`src/rtl/axis_skid_pipeline.sv`:
```
// axis_skid_pipeline: chain of N_STAGES full-throughput skid-buffer stages for an
// AXI-Stream carrying {data, dest, user, tlast}. Every stage registers its upstream
// ready, so the ready path is broken at each stage without losing or duplicating beats.
// Optional feature: define AXIS_SKID_PIPELINE_OCCUPANCY_EN to add the `occupancy` port,
// a registered count of beats currently held in the block.
module axis_skid_pipeline #(
  parameter int unsigned DATA_WIDTH = 32,
  parameter int unsigned DEST_WIDTH = 32,
  parameter int unsigned USER_WIDTH = 32,
  parameter int unsigned N_STAGES   = 1
) (
  input  logic                  clock,
  input  logic                  reset,
  // upstream stream
  input  logic                  in_valid,
  output logic                  in_ready,
  input  logic [DATA_WIDTH-1:0] in_data,
  input  logic [DEST_WIDTH-1:0] in_dest,
  input  logic [USER_WIDTH-1:0] in_user,
  input  logic                  in_tlast,
  // downstream stream
  output logic                  out_valid,
  input  logic                  out_ready,
  output logic [DATA_WIDTH-1:0] out_data,
  output logic [DEST_WIDTH-1:0] out_dest,
  output logic [USER_WIDTH-1:0] out_user,
  output logic                  out_tlast
`ifdef AXIS_SKID_PIPELINE_OCCUPANCY_EN
  ,
  output logic [$clog2(2*N_STAGES+1)-1:0] occupancy
`endif
);

  localparam int unsigned PW = DATA_WIDTH + DEST_WIDTH + USER_WIDTH + 1;

  typedef enum logic [1:0] {
    StEmpty = 2'd0,  // main and skid empty
    StBusy  = 2'd1,  // main holds a beat
    StFull  = 2'd2   // main and skid both hold beats
  } stage_state_e;

  if (N_STAGES < 1) begin : g_bad_stages
    $error("axis_skid_pipeline: N_STAGES must be at least 1");
  end

  // Per-stage handshake as seen from the stage's upstream side.
  logic [N_STAGES-1:0]         st_valid;
  logic [N_STAGES-1:0]         st_ready;
  logic [N_STAGES-1:0][PW-1:0] st_pl;

  logic armed_q;

  // Holds in.ready low until the first clock edge after reset is released.
  always_ff @(posedge clock or negedge reset) begin
    if (!reset) begin
      armed_q <= 1'b0;
    end else begin
      armed_q <= 1'b1;
    end
  end

  for (genvar k = 0; k < N_STAGES; k++) begin : g_stage
    logic          up_v;
    logic [PW-1:0] up_d;
    logic          dn_r;
    logic          gate;
    logic          acc;
    logic          take;
    logic [PW-1:0] m_q;
    logic [PW-1:0] s_q;
    stage_state_e  state_q;
    stage_state_e  state_d;

    if (k == 0) begin : g_first
      assign up_v = in_valid;
      assign up_d = {in_data, in_dest, in_user, in_tlast};
      assign gate = armed_q;
    end else begin : g_mid
      assign up_v = st_valid[k-1];
      assign up_d = st_pl[k-1];
      assign gate = 1'b1;
    end

    if (k == N_STAGES - 1) begin : g_last
      assign dn_r = out_ready;
    end else begin : g_inner
      assign dn_r = st_ready[k+1];
    end

    assign acc  = up_v & st_ready[k];
    assign take = st_valid[k] & dn_r;

    // Stage state register.
    always_ff @(posedge clock or negedge reset) begin
      if (!reset) begin
        state_q <= StEmpty;
      end else begin
        state_q <= state_d;
      end
    end

    // Next-state: acc fills, take drains; both together keep occupancy steady.
    always_comb begin
      state_d = state_q;
      unique case (state_q)
        StEmpty: if (acc) state_d = StBusy;
        StBusy: begin
          if (acc && !take) begin
            state_d = StFull;
          end else if (!acc && take) begin
            state_d = StEmpty;
          end
        end
        StFull:  if (take) state_d = StBusy;
        default: state_d = StEmpty;
      endcase
    end

    // Moore outputs: ready and valid come straight from the state register.
    always_comb begin
      st_valid[k] = (state_q != StEmpty);
      st_ready[k] = (state_q != StFull) & gate;
    end

    // Payload registers: main loads from upstream or from skid, skid catches overflow.
    always_ff @(posedge clock or negedge reset) begin
      if (!reset) begin
        m_q <= '0;
        s_q <= '0;
      end else if (state_q == StFull) begin
        if (take) begin
          m_q <= s_q;
        end
      end else if (acc) begin
        if (state_q == StEmpty || take) begin
          m_q <= up_d;
        end else begin
          s_q <= up_d;
        end
      end
    end

    assign st_pl[k] = m_q;
  end

  assign in_ready  = st_ready[0];
  assign out_valid = st_valid[N_STAGES-1];
  assign {out_data, out_dest, out_user, out_tlast} = st_pl[N_STAGES-1];

`ifdef AXIS_SKID_PIPELINE_OCCUPANCY_EN
  localparam int unsigned OW = $clog2(2*N_STAGES+1);

  logic [OW-1:0] occ_q;
  logic          in_acc;
  logic          out_take;

  assign in_acc   = in_valid & in_ready;
  assign out_take = out_valid & out_ready;

  // Beat count: +1 on accept, -1 on take, unchanged when both happen.
  always_ff @(posedge clock or negedge reset) begin
    if (!reset) begin
      occ_q <= '0;
    end else begin
      unique case ({in_acc, out_take})
        2'b10:   occ_q <= occ_q + 1'b1;
        2'b01:   occ_q <= occ_q - 1'b1;
        default: occ_q <= occ_q;
      endcase
    end
  end

  assign occupancy = occ_q;
`endif

endmodule

```
`config.mk`:
```
export PLATFORM = sky130hd
export DESIGN_NAME = axis_skid_pipeline
export DESIGN_NICKNAME = d
export VERILOG_FILES = /design/src/rtl/axis_skid_pipeline.sv
export SDC_FILE = /design/constraint.sdc
export NUM_CORES = 1
export LEC_CHECK = 0
export CORE_ASPECT_RATIO = 2
export CORE_MARGIN = 2
export CORE_UTILIZATION = 50
export DETAILED_ROUTE_END_ITERATION = 16
export GPL_TIMING_DRIVEN = 0
export PLACE_DENSITY = 0.77
export SLEW_MARGIN = 10
export SYNTH_ARGS = -nofsm -noshare
export SYNTH_HDL_FRONTEND = slang
export SYNTH_SLANG_ARGS = --single-unit
export TNS_END_PERCENT = 30
```
`constraint.sdc`:
```
create_clock -name clock -period 2.4 [get_ports clock]
set_input_delay 0.6 -clock clock [delete_from_list [all_inputs] [get_ports clock]]
set_output_delay 0.6 -clock clock [all_outputs]
set_load 0.05 [all_outputs]
```
==> flow_summary.html <==
<table>
<tr><th>Metric</th><th>Value</th></tr>
<tr><th colspan="2">Run status</th></tr>
<tr><td>Status</td><td>complete, no violations</td></tr>
<tr><th colspan="2">Power and ir drop</th></tr>
<tr><td>Net switching power of the design</td><td>6080 uW</td></tr>
<tr><td>LEAKAGE</td><td>0.00481 uW</td></tr>
<tr><td>Switching part of the total</td><td>39.7%</td></tr>
<tr><td>Maximum resistive drop on vdd</td><td>0.000896 V</td></tr>
<tr><td>Power share of the sequential group</td><td>37.5%</td></tr>
<tr><td>Gate power share</td><td>45.4%</td></tr>
<tr><td>Power Dens Cells</td><td>1350 nW/um^2</td></tr>
<tr><td>Clk pwr share</td><td>17.1%</td></tr>
<tr><td>Power Internal</td><td>9230 uW</td></tr>
<tr><td>Tot Pwr</td><td>15,300 uW</td></tr>
<tr><th colspan="2">Route</th></tr>
<tr><td>Routed Wire Length</td><td>18.8 mm</td></tr>
<tr><td>Average via count per standard cell</td><td>5.30</td></tr>
<tr><td>Routed wirelength normalized by instance count</td><td>19.3 um</td></tr>
<tr><td>Via Count</td><td>5,156</td></tr>
<tr><td>Number of design rule violations left after detail routing</td><td>0</td></tr>
<tr><td>Pre-Repair DR Iteration Count</td><td>4</td></tr>
<tr><td>Count of nets left with antenna violations after detail routing</td><td>0</td></tr>
<tr><td>First-iteration detailed-routing DRC count</td><td>155</td></tr>
<tr><th colspan="2">Clock network</th></tr>
<tr><td>Buffer depth of the longest clock path</td><td>2</td></tr>
<tr><td>Clock edge transition at the registers on the reported setup and hold paths</td><td>0.07 ns</td></tr>
<tr><td>Clock latency on the worst-skew pair</td><td>0.43 ns</td></tr>
<tr><td>Buffer type at the clock tree root</td><td>sky130_fd_sc_hd__clkbuf_16</td></tr>
<tr><td>Clock tree from TritonCTS</td><td>built</td></tr>
<tr><td>CTS H-tree depth</td><td>4</td></tr>
<tr><td>Number of sinks driven by the clock tree</td><td>197</td></tr>
<tr><td>Hold buffer count at cts</td><td>0</td></tr>
<tr><td>Number of buffers inserted during clock tree synthesis</td><td>17</td></tr>
<tr><th colspan="2">STA</th></tr>
<tr><td>Least-Margin Pin Slew</td><td>0.613 ns</td></tr>
<tr><td>Final setup violating endpoints</td><td>0</td></tr>
<tr><td>Setup TNS Final</td><td>0 ns</td></tr>
<tr><td>Setup slack after layout</td><td>0.101 ns</td></tr>
<tr><td>Final Max Slew Viols</td><td>0</td></tr>
<tr><td>Unrepaired setup endpoints after global routing</td><td>false</td></tr>
<tr><td>Min Tclk post-route</td><td>2.30 ns</td></tr>
<tr><td>Final setup skew</td><td>0.0114 ns</td></tr>
<tr><td>Slew margin rel.</td><td>59.1%</td></tr>
<tr><td>Max Clock Freq</td><td>435 MHz</td></tr>
<tr><td>Number of hold violations in the final report</td><td>0</td></tr>
<tr><td>Ratio of final minimum period to clock period</td><td>95.8%</td></tr>
<tr><th colspan="2">Run</th></tr>
<tr><td>Maximum Capacitance Violations</td><td>0</td></tr>
<tr><th colspan="2">Placement</th></tr>
<tr><td>Setup slack after placement</td><td>-0.284 ns</td></tr>
<tr><td>Buffers on Ports</td><td>199</td></tr>
<tr><td>Dpl cells</td><td>942</td></tr>
<tr><td>Final Wtd Congestion</td><td>0.775</td></tr>
<tr><td>Placed wire-length estimate</td><td>13.9 mm</td></tr>
<tr><th colspan="2">Floorplan</th></tr>
<tr><td>Die Footprint</td><td>18,200 um^2</td></tr>
<tr><td>Site Rows</td><td>67</td></tr>
<tr><td>Floorplan core area</td><td>16,800 um^2</td></tr>
<tr><td>Width of the die</td><td>96.5 um</td></tr>
<tr><td>IO Pins</td><td>200</td></tr>
<tr><td>Die Span Y</td><td>189 um</td></tr>
<tr><td>Initial Utilization</td><td>51.0%</td></tr>
<tr><th colspan="2">Finish</th></tr>
<tr><td>Most frequent cells in the layout</td><td>291 x sky130_fd_sc_hd__mux2_2, 196 x sky130_fd_sc_hd__dfrtp_1, 196 x sky130_fd_sc_hd__clkdlybuf4s50_1</td></tr>
<tr><td>Share of final-layout standard cells stronger than drive strength 1</td><td>46.6%</td></tr>
<tr><td>Final core occ</td><td>67.8%</td></tr>
<tr><td>Number of diodes added for antenna fixing</td><td>0</td></tr>
<tr><td>Final non-filler cell total</td><td>973</td></tr>
<tr><td>Synthesis-to-layout area growth</td><td>33.0%</td></tr>
<tr><td>Fillcell total</td><td>1,227</td></tr>
<tr><td>Most common cell after layout, fill and taps aside</td><td>sky130_fd_sc_hd__mux2_2</td></tr>
<tr><td># nets final</td><td>856</td></tr>
<tr><th colspan="2">Critical path</th></tr>
<tr><td>WP data arrival</td><td>1.70 ns</td></tr>
<tr><td>Endpoint class of the critical path</td><td>primary output</td></tr>
<tr><td>Slowest cell on the critical path</td><td>sky130_fd_sc_hd__dfrtp_2</td></tr>
<tr><td>Critical path startpoint category</td><td>flop</td></tr>
<tr><td>Cell mode on critical path</td><td>sky130_fd_sc_hd__buf_6</td></tr>
<tr><td>Required time of the critical path</td><td>1.80 ns</td></tr>
<tr><td>CP peak stage delay</td><td>0.44 ns</td></tr>
<tr><td>Critical-path maximum fanout</td><td>10</td></tr>
<tr><td>Cells along the critical path</td><td>nand2b_1 &gt; buf_6 &gt; buf_6 &gt; and2_1 &gt; buf_4</td></tr>
<tr><td>Type of the setup path with the least slack</td><td>reg -&gt; out</td></tr>
<tr><th colspan="2">Synth</th></tr>
<tr><td>Sequential area share after synthesis</td><td>57.7%</td></tr>
<tr><td>Post-synthesis instance area</td><td>8550 um^2</td></tr>
<tr><td>Number of library cell types mapped by synthesis</td><td>19</td></tr>
<tr><td>Synthesized area per cell</td><td>16.0 um^2</td></tr>
<tr><td>Async set-reset flop share out of synthesis</td><td>100%</td></tr>
<tr><td>Number of cells produced by synthesis</td><td>535</td></tr>
<tr><td>Total of warnings raised by yosys</td><td>0</td></tr>
<tr><td>Number of flops mapped to enable cells by yosys</td><td>0</td></tr>
<tr><td>Number of register bits inferred by synthesis</td><td>197</td></tr>
<tr><td>Most frequently used flop master after synthesis</td><td>sky130_fd_sc_hd__dfrtp_1</td></tr>
<tr><td>Number of nets produced by synthesis</td><td>637</td></tr>
<tr><th colspan="2">GRT</th></tr>
<tr><td>Pin count of the biggest net entering global routing</td><td>118</td></tr>
<tr><td>Wire length of the first global-routing pass</td><td>29.5 mm</td></tr>
<tr><td>Initial antenna violation count</td><td>0</td></tr>
<tr><td>Number of global-route vias before repair</td><td>5,789</td></tr>
<tr><td>Congestion Overflow GR</td><td>0</td></tr>
<tr><td>Total track usage</td><td>21.4%</td></tr>
<tr><th colspan="2">Worst hold path</th></tr>
<tr><td>Worst hold path class</td><td>in -&gt; async</td></tr>
</table>
## power by group through the flow
stage,registers [uW],logic (uW),clock network (uW)
5_1_grt,5930,7270,2820
2_1_floorplan,8280,2030,0
3_5_place_dp,5810,7020,0
6_report,5740,6960,2620
3_3_place_gp,5690,6880,0
4_1_cts,5750,7030,2680
## layout make-up
class                   count  area [um^2]  share of cell area, %
plain buffers              31          231                   2.04
clock buffers              21          460                   4.05
clock inverters            10         77.6                  0.682
multi-input cells         307         3390                   29.8
flip-flops and latches    197         4930                   43.4
well taps                 207          259                   2.28
repair buffers            200         2020                   17.8
## registers in the layout, indices dropped and copies added, names as in the netlist
name,cells
g_stage.m_q,97
g_stage.s_q,97
armed_q,1
g_stage.state_q,2
## per-stage QoR
step	instance area (um^2)	hold WS [ns]
floorplan	8550	0.304
global placement	10800	0.483
detailed placement	10800	0.492
CTS	11400	0.159
global route	11400	0.195
finish	11400	0.143
## worst max-delay path: cells and delay by family (launching register included)
family	cells	cell delay (ns)
and+or+nand+nor	2	0.32
DFF	1	0.44
buffers and inverters	3	0.52
## cell families after synthesis
| group | synth area share (%) |
|---|---|
| buf+inv | 2.66 |
| compound gates | 0.0585 |
| simple gates | 1.11 |
| fa+ha+maj | 0.146 |
| mux | 38.3 |
| flops | 57.7 |
| other cells | 0.0439 |
## what timing repair did
| item | CTS | global route |
|---|---|---|
| endpoints found under the hold margin | 0 | 0 |
| setup buffers | 0 | 0 |
| endpoints found under the setup margin | 2 | 1 |
| gates resized for setup | 7 | 2 |
## metal layers
metal | up-vias | part of all wire [%] | GRT usage (%)
met5 | - | 0 | 0
met4 | 0 | 2.2 | 7.42
met3 | 23 | 5.2 | 5.49
met2 | 130 | 57 | 40.3
met1 | 2650 | 35 | 22.0
li1 | 2353 | - | -
## worst paths after layout
kind | startpoint | to | slack, ns | cells past startpoint
setup / recovery | g_stage[0].state_q[0] | in_ready | 0.10 | 5
hold / removal | reset | g_stage[0].m_q[72] | 0.14 | 1
setup reg to reg | g_stage[0].state_q[0] | g_stage[0].state_q[1] | 0.35 | 7
hold reg to reg | g_stage[0].s_q[28] | g_stage[0].s_q[28] | 0.50 | 1
max in group asynchronous | reset | g_stage[0].state_q[0] | 1.23 | 2
min in group clock | g_stage[0].s_q[28] | g_stage[0].s_q[28] | 0.50 | 1
## synthesized netlist by cell type (all sizes together) (2+ instances only)
| cell type | count | area, um^2 |
|---|---|---|
| mux2 | 291 | 3280 |
| buf | 31 | 228 |
| nand3 | 3 | 20.0 |
| dfrtp | 197 | 4930 |
| nand3b | 2 | 15.0 |
(Power assumes the default switching activity.)
